**src/rtl/four_digit_scroller.sv**
```systemverilog
// four_digit_scroller
//   Drives a 4-digit common-anode display through an external 4-bit to
//   7-segment decoder. Holds a 16-entry message of 4-bit characters and
//   shows a 4-character window of it, scrolling the window one position
//   per scroll period. Each digit slot is split into setup / on / on /
//   guard sub-phases so the decoder input settles before and after an
//   anode is lit (anti-ghosting).
//
// Ports
//   clk        in   rising-edge clock
//   reset      in   asynchronous, active-high
//   scroll_en  in   1 = scroll counter advances, 0 = it holds
//   msg_we     in   message write strobe
//   msg_addr   in   [3:0] message entry to write
//   msg_data   in   [3:0] character to write
//   an         out  [3:0] anode enables, active-low, an[3] = leftmost
//   char       out  [3:0] character code for the decoder
//   pos        out  [3:0] committed scroll offset (index shown on an[3])
module four_digit_scroller #(
    parameter int SCAN_DIV      = 16,
    parameter int SCROLL_PERIOD = 25_000_000,
    parameter int SCROLL_W      = 25
) (
    input  logic       clk,
    input  logic       reset,
    input  logic       scroll_en,
    input  logic       msg_we,
    input  logic [3:0] msg_addr,
    input  logic [3:0] msg_data,
    output logic [3:0] an,
    output logic [3:0] char,
    output logic [3:0] pos
);

    localparam int DIV_W = (SCAN_DIV > 1) ? $clog2(SCAN_DIV) : 1;

    logic [3:0]          mem [16];
    logic [DIV_W-1:0]    div_cnt;
    logic [3:0]          phase;
    logic [3:0]          pend;
    logic [SCROLL_W-1:0] scroll_cnt;

    logic       tick;
    logic       scroll_wrap;
    logic [3:0] phase_nxt;
    logic [1:0] slot;
    logic [1:0] sub;
    logic [3:0] base;
    logic [3:0] rd_addr;
    logic [3:0] an_nxt;
    logic [3:0] char_nxt;

    assign tick        = (div_cnt == DIV_W'(SCAN_DIV - 1));
    assign scroll_wrap = (scroll_cnt == SCROLL_W'(SCROLL_PERIOD - 1));

    // Everything below describes what an/char become on the next tick,
    // derived from the phase being entered.
    always_comb begin
        phase_nxt = phase + 4'd1;
        slot      = phase_nxt[3:2];
        sub       = phase_nxt[1:0];
        // Entering phase 0 is the frame commit edge: pos is loaded with
        // pend on the same edge, so slot 0's setup must already use pend
        // to keep the whole frame on a single offset.
        base      = (phase_nxt == 4'd0) ? pend : pos;
        rd_addr   = base + {2'b00, slot};          // 4-bit wrap, 15 -> 0
        an_nxt    = 4'b1111;
        char_nxt  = char;
        case (sub)
            2'b00:        char_nxt = mem[rd_addr]; // setup, anodes dark
            2'b01, 2'b10: an_nxt   = ~(4'b1000 >> slot);
            default:      an_nxt   = 4'b1111;      // guard gap
        endcase
    end

    // Message memory; reads above see the pre-write contents on the
    // same edge.
    always_ff @(posedge clk or posedge reset) begin
        if (reset) begin
            for (int i = 0; i < 16; i++) mem[i] <= 4'(i);
        end else if (msg_we) begin
            mem[msg_addr] <= msg_data;
        end
    end

    always_ff @(posedge clk or posedge reset) begin
        if (reset) begin
            div_cnt    <= '0;
            phase      <= '0;
            an         <= 4'b1111;
            char       <= '0;
            pos        <= '0;
            pend       <= '0;
            scroll_cnt <= '0;
        end else begin
            div_cnt <= tick ? '0 : div_cnt + DIV_W'(1);

            if (tick) begin
                phase <= phase_nxt;
                an    <= an_nxt;
                char  <= char_nxt;
                // Old pend is committed; a pend bump on this same edge
                // waits for the next frame.
                if (phase_nxt == 4'd0) pos <= pend;
            end

            // Holding (not clearing) while disabled lets a paused scroll
            // resume exactly where it stopped.
            if (scroll_en) begin
                if (scroll_wrap) begin
                    scroll_cnt <= '0;
                    pend       <= pend + 4'd1;
                end else begin
                    scroll_cnt <= scroll_cnt + SCROLL_W'(1);
                end
            end
        end
    end

endmodule

```
**config.mk**
```make
export PLATFORM = sky130hd
export DESIGN_NAME = four_digit_scroller
export DESIGN_NICKNAME = d
export VERILOG_FILES = /design/src/rtl/four_digit_scroller.sv
export SDC_FILE = /design/constraint.sdc
export NUM_CORES = 1
export LEC_CHECK = 0
export BUFFER_PORTS_ARGS = -buffer_cell sky130_fd_sc_hd__buf_2
export CAP_MARGIN = 20
export CORE_ASPECT_RATIO = 0.9
export CORE_MARGIN = 1
export CORE_UTILIZATION = 60
export DETAILED_ROUTE_END_ITERATION = 12
export GPL_TIMING_DRIVEN = 0
export PLACE_DENSITY = 0.78
export SYNTH_ARGS = -nofsm -noshare
export SYNTH_HDL_FRONTEND = slang
export SYNTH_SLANG_ARGS = --single-unit
```
**constraint.sdc**
```tcl
create_clock -name clk -period 4.68 [get_ports clk]
set_input_delay 0.936 -clock clk [delete_from_list [all_inputs] [get_ports clk]]
set_output_delay 0.936 -clock clk [all_outputs]
set_load 0.1 [all_outputs]
```
==> results of run 1 <==
-- report_power, final --
part / total [uW] / internal, uW / switching [uW]
Combinational: 291 / 178 / 112
Clock: 1450 / 1030 / 424
Sequential: 1260 / 1170 / 84.6
Total: 3000 / 2380 / 621
-- worst max path at each step --
stage	cells after the start	endpoint	slack, ns
after floorplan	1	char[0]	0.82
after global placement	2	mem[25]	-0.35
after detailed placement	12	char[1]	0.87
after CTS	12	char[1]	0.80
after global routing	12	char[1]	0.60
final	12	char[1]	0.79
-- sequential cells by signal, indices dropped and copies added, names as in the netlist --
name	flops
an	4
char	4
div_cnt	4
mem	64
pend	4
phase	4
pos	4
scroll_cnt	25
-- cell usage after synthesis --
library cell,count,area [sq um]
dfrtp_1,77,1930
mux2_2,67,754
nand2_1,41,154
dfstp_2,36,946
nor2_1,28,105
xnor2_1,17,149
mux4_2,16,360
o21ai_0,15,75.1
xor2_1,15,131
nand3_1,14,70.1
mux2i_1,10,100
inv_1,9,33.8
clkbuf_1,7,26.3
ha_1,6,75.1
nand4_1,6,37.5
nand2b_1,5,31.3
and3_1,4,25.0
and4_1,4,35.0
buf_2,4,20.0
nand3b_1,4,30.0
o221ai_1,4,35.0
or3_1,4,25.0
nor3_1,3,15.0
nor2b_1,2,12.5
nor4_1,2,12.5
a21o_1,1,7.51
a21o_4,1,15.0
a21oi_1,1,5.00
a21oi_4,1,16.3
and2_1,1,6.26
fa_1,1,20.0
mux2_1,1,11.3
mux2i_4,1,22.5
nor3_2,1,10.0
nor3b_1,1,7.51
nor4b_1,1,8.76
nor4b_4,1,23.8
or2_2,1,6.26
or3b_2,1,8.76
xor2_4,1,27.5
-- cells by family (layout without fill, tap and decap cells) --
group,count (synthesis),in the layout,synth area share [%]
multiplexers,95,95,23.2
buffers and inverters,20,76,1.49
XOR/XNOR,33,33,5.72
flip-flops,113,113,53.4
AO/OA/AOI/OAI,23,23,2.86
AND/OR/NAND/NOR,124,124,11.6
adder cells (fa/ha/maj),7,7,1.77
-- metrics by stage --
step	std cells	area [sq um]	TNS (ns)	util (%)
2_1_floorplan	415	5380	0	-
3_3_place_gp	557	5650	-26.64	65.3
3_5_place_dp	558	5680	0	65.6
4_1_cts	590	6350	0	73.5
5_1_grt	590	6350	0	73.5
6_report	590	6350	0	73.5
-- per-layer routing --
metal / global-route usage, % / up-vias / share of wire, %
met5: 0 / - / 0
met4: 8.21 / 0 / 0.58
met3: 6.40 / 7 / 4.3
met2: 41.4 / 62 / 52
met1: 33.2 / 1724 / 43
li1: - / 1569 / -
-- worst register-to-register path: stages (launching register included) --
cell      delay (ns)
dfrtp_1         0.47
ha_1            0.28
nand2_1         0.12
a21oi_4         0.24
mux2_2          0.22
ha_1            0.18
inv_1           0.06
fa_1            0.48
buf_2           0.25
clkbuf_1        0.55
mux4_2          0.42
mux2i_1         0.30
o221ai_1        0.19
-- final cells by class --
cell class | count | area, sq um | share of cell area (%)
tap | 119 | 149 | 2.34
multi-input combinational | 282 | 2430 | 38.2
buffer | 11 | 46.3 | 0.729
clock buffer | 23 | 477 | 7.50
inverter | 9 | 36.3 | 0.571
sequential | 113 | 2870 | 45.2
timing repair buffer | 24 | 143 | 2.24
clock inverter | 9 | 200 | 3.15
==> impl_metrics.tcl, run 1 <==
set metrics [dict create \
    outcome "completed" \
    netlist_area_sq_um 5380 \
    via_per_inst 5.70 \
    ioPinCount 24 \
    cts_resized 0 \
    hold_ws_ns 0.459 \
    die_h_um 91.9 \
    critPathCaptureType "flop" \
    min_delay_path_depth 2 \
    ys_seq_area_share_pct 53.4 \
    setup_slack_ns 0.791 \
    cp_top_family "adder cells" \
    grt_pass1_wl_mm 17.3 \
    core_sq_um 8650 \
    rsz0062_at_grt "false" \
    cp.required_ns 5.05 \
    rr_worst_depth 12 \
    slowest_stage "clkbuf_1" \
    cts_setup_buffers 0 \
    layout.nets 477 \
    ant_nets 0 \
    cp_slowest_stage_delay_ns 0.54 \
    synth.avg_cell_area_sq_um 13.0 \
    post_drt_wl_per_cell_um 17.6 \
    gp_congestion 0.795 \
    num_rows 32 \
    synthToLayoutAreaGrowth_pct 18.0 \
    cp_cell_sequence "ha_1, nand2_1, a21oi_4, mux2_2, ha_1, inv_1, fa_1, buf_2, clkbuf_1, mux4_2, mux2i_1, o221ai_1" \
    antenna_cells 0 \
    clk_pin_slew_ns 0.05 \
    grt_pass1_vias 3495 \
    clk_latency_ns 0.52 \
    final_cell_mix "77 x dfrtp_1, 67 x mux2_2, 41 x nand2_1" \
    p_total_uw 3000 \
    rrSetupSlack_ns 0.79 \
    fillers 577 \
    cts_tree "built" \
    min_delay_worst_endpoint "an[3]" \
    hold_path_startpoint "an[3]" \
    skew_ns 0.0114 \
    wl_mm 10.4 \
    final_common_cell "dfrtp_1" \
    cp_common_cell "ha_1" \
    crit_start "phase[0]" \
    cts_root_buf "clkbuf_8" \
    period_minus_slack_ns 3.89 \
    yosys_warnings 0 \
    holdBufCountCts 0 \
    crit_fanout 10 \
    path_buf_inv 3 \
    slew_headroom_pct 53.3 \
    cp.arrival_ns 4.26 \
    synth_seq_cells 113 \
    start_util_pct 62.2 \
    die_w_um 102 \
    grt_usage_pct 25.4 \
    clock_sinks 113 \
    critPathLaunchType "flop" \
    tightest_slew_ns 0.694 \
    setup_viol 0 \
    antenna_found_initial 0 \
    dr.pass1.iters 5 \
    rr_endpoint "char[1]" \
    portBuffers 23 \
    power_leakage_uw 0.00275 \
    rr_startpoint "phase[0]" \
    power_density_nw_per_um2 472 \
    fmax_mhz 257 \
    drv_cap 0 \
    synth_nets 434 \
    synthCells 415 \
    period_share_pct 83.1 \
    die-area_sq_um 9350 \
    final-hold-violation-count 0 \
    htreeDepth 4 \
    hpwl_mm 7.06 \
    grt_max_degree 69 \
    dr_total_vias 3362 \
    worstSetupPathType "flop to flop" \
    vdd_drop_max_mv 0.364 \
    drcViolationCount 0 \
    drtIter0Drc 132 \
    slew_viol_final 0 \
    clock_path_buffers 2 \
    cts_buffers 17 \
    drive_gt1_share_pct 39.5 \
    pre_cts_ws_ns 0.868 \
    ys_types 40 \
    gr-total-overflow 0 \
    hold_class "flop to flop" \
]
No activity file was read; power rests on OpenSTA's default activity.
==> run 2, diff against run 1 <==
==> constraint.sdc (replaced) <==
create_clock -name clk -period 4.05 [get_ports clk]
set_input_delay 0.81 -clock clk [delete_from_list [all_inputs] [get_ports clk]]
set_output_delay 0.81 -clock clk [all_outputs]
set_load 0.1 [all_outputs]
==> run 2 against run 1 <==
Combinational power up 15%. Sequential cell count is the same. Count of clock-buffer cells in the layout unchanged. Worst setup slack got worse by 0.27 ns. Worst hold slack got worse by 0.087 ns. Maximum frequency is 10% higher. Largest cell class unchanged. Wire length barely moved. Via count is 0.27% higher. Sequential share of layout area about the same. Die area did not move.
==> impl_metrics.tcl, run 2 (same netlist as run 1, synthesis figures left out) <==
set metrics [dict create \
    outcome "completed" \
    clockPowerShare_pct 48.4 \
    gp_congestion 0.795 \
    cp.arrival_ns 3.90 \
    tightest_slew_ns 0.701 \
    layout.cells.non_filler 589 \
    power_density_nw_per_um2 546 \
    die-area_sq_um 9350 \
    antenna_cells 0 \
    clock_path_buffers 2 \
    portBuffers 23 \
    cp_top_family "multiplexers" \
    die_h_um 91.9 \
    num_rows 32 \
    dp.cells 558 \
    cts_root_buf "clkbuf_8" \
    swShare_pct 20.7 \
    largest_reg_flops 64 \
    synthToLayoutAreaGrowth_pct 18.0 \
    slowest_stage "mux4_2" \
    grt_pass1_vias 3495 \
    clk_pin_slew_ns 0.05 \
    period_share_pct 87.2 \
    grt_max_degree 69 \
    ant_nets 0 \
    setup_viol 0 \
    critPathLaunchType "flop" \
    vdd_drop_max_mv 0.421 \
    antenna_found_initial 0 \
    hpwl_mm 7.06 \
    skew_ns 0.00938 \
    die_w_um 102 \
    ioPinCount 24 \
    drv_cap 0 \
    final_common_cell "dfrtp_1" \
    cp_slowest_stage_delay_ns 0.56 \
    post_drt_wl_per_cell_um 17.6 \
    combinationalPowerShare_pct 9.7 \
    internal_power_uw 2750 \
    dr.pass1.iters 4 \
    final_cell_mix "77 x dfrtp_1, 67 x mux2_2, 41 x nand2_1" \
    slew_headroom_pct 52.8 \
    largestRegisters "mem (64), scroll_cnt (25)" \
    dr_total_vias 3371 \
    clk_latency_ns 0.52 \
    grt_pass1_wl_mm 17.3 \
    cts_resized 0 \
    hold_class "primary input to async pin" \
    power_switching_uw 719 \
    slew_viol_final 0 \
    gr-total-overflow 0 \
    crit_fanout 10 \
    layout.nets 476 \
    drtIter0Drc 137 \
    start_util_pct 62.2 \
    cts_tree "built" \
    grt_usage_pct 25.4 \
    htreeDepth 4 \
    critPathCaptureType "flop" \
    core_sq_um 8650 \
    cts_buffers 17 \
    top_register "mem" \
    period_minus_slack_ns 3.53 \
    cp_num_cells 10 \
    clock_sinks 113 \
    rsz0062_at_grt "false" \
    final-hold-violation-count 0 \
    pwr-share-seq_pct 41.9 \
    wl_mm 10.4 \
    cp.required_ns 4.42 \
    fmax_mhz 283 \
    power_leakage_uw 0.00274 \
    worstSetupPathType "flop to flop" \
    cp_cell_sequence "ha_1, nand2_1, a21oi_4, mux2_2, ha_1, buf_2, buf_2, mux4_2, mux2i_1, o221ai_1" \
    rr_worst_depth 10 \
    path_buf_inv 2 \
    drive_gt1_share_pct 39.6 \
    via_per_inst 5.72 \
    hold_ws_ns 0.371 \
    drcViolationCount 0 \
]
run 2: final cells by class:
cell class	count	area [sq um]
Tap cell	119	149
Multi-Input combinational cell	282	2430
Clock buffer	23	477
Timing Repair Buffer	24	143
Sequential cell	113	2870
Buffer	10	42.5
Clock inverter	9	200
Inverter	9	36.3
Fill cell	577	2300
run 2: final timing paths:
| kind | slack [ns] | to | start |
|---|---|---|---|
| hold / removal | 0.37 | pos[1] | reset |
| hold reg to reg | 0.46 | an[3] | an[3] |
| setup / recovery | 0.52 | char[1] | phase[0] |
| min in group clk | 0.46 | an[3] | an[3] |
| max in group asynchronous | 2.90 | mem[1] | reset |
| setup reg to reg | 0.52 | char[1] | phase[0] |
run 2: power groups by stage:
stage,Clock [uW],Combinational (uW),Sequential (uW)
finish,1680,336,1450
global route,1750,368,1480
CTS,1700,342,1450
detailed placement,0,339,1470
global placement,0,319,1450
floorplan,0,273,1430
run 2: worst register-to-register path, stage by stage, from the launching register on:
cell and delay [ns]:
dfrtp_1 0.46, ha_1 0.27, nand2_1 0.12, a21oi_4 0.24, mux2_2 0.39, ha_1 0.27, buf_2 0.25, buf_2 0.36
mux4_2 0.56, mux2i_1 0.28, o221ai_1 0.18
run 2: through the flow:
| stage | instance area, sq um | setup TNS (ns) | worst slack [ns] | power (uW) | utilization (%) |
|---|---|---|---|---|---|
| after floorplan | 5380 | 0 | 0.312 | 1710 | - |
| after global placement | 5650 | -65.45 | -0.857 | 1770 | 65.3 |
| after detailed placement | 5680 | 0 | 0.238 | 1810 | 65.6 |
| after CTS | 6350 | 0 | 0.168 | 3490 | 73.5 |
| after global routing | 6350 | 0 | 0.320 | 3600 | 73.4 |
| final | 6350 | 0 | 0.519 | 3470 | 73.4 |
run 2: per-layer routing:
| layer | routed length, um | GRT usage (%) | vias up |
|---|---|---|---|
| met2 | 5340 | 41.4 | 62 |
| met1 | 4500 | 33.2 | 1730 |
| met4 | 97 | 8.21 | 0 |
| met3 | 451 | 6.40 | 11 |
| met5 | 0 | 0 | - |
| li1 | - | - | 1568 |
run 2: timing repair:
action / in CTS / in global routing
setup buffers: 0 / 0
endpoints found under the setup margin: 0 / 2
hold buffers: 0 / 0
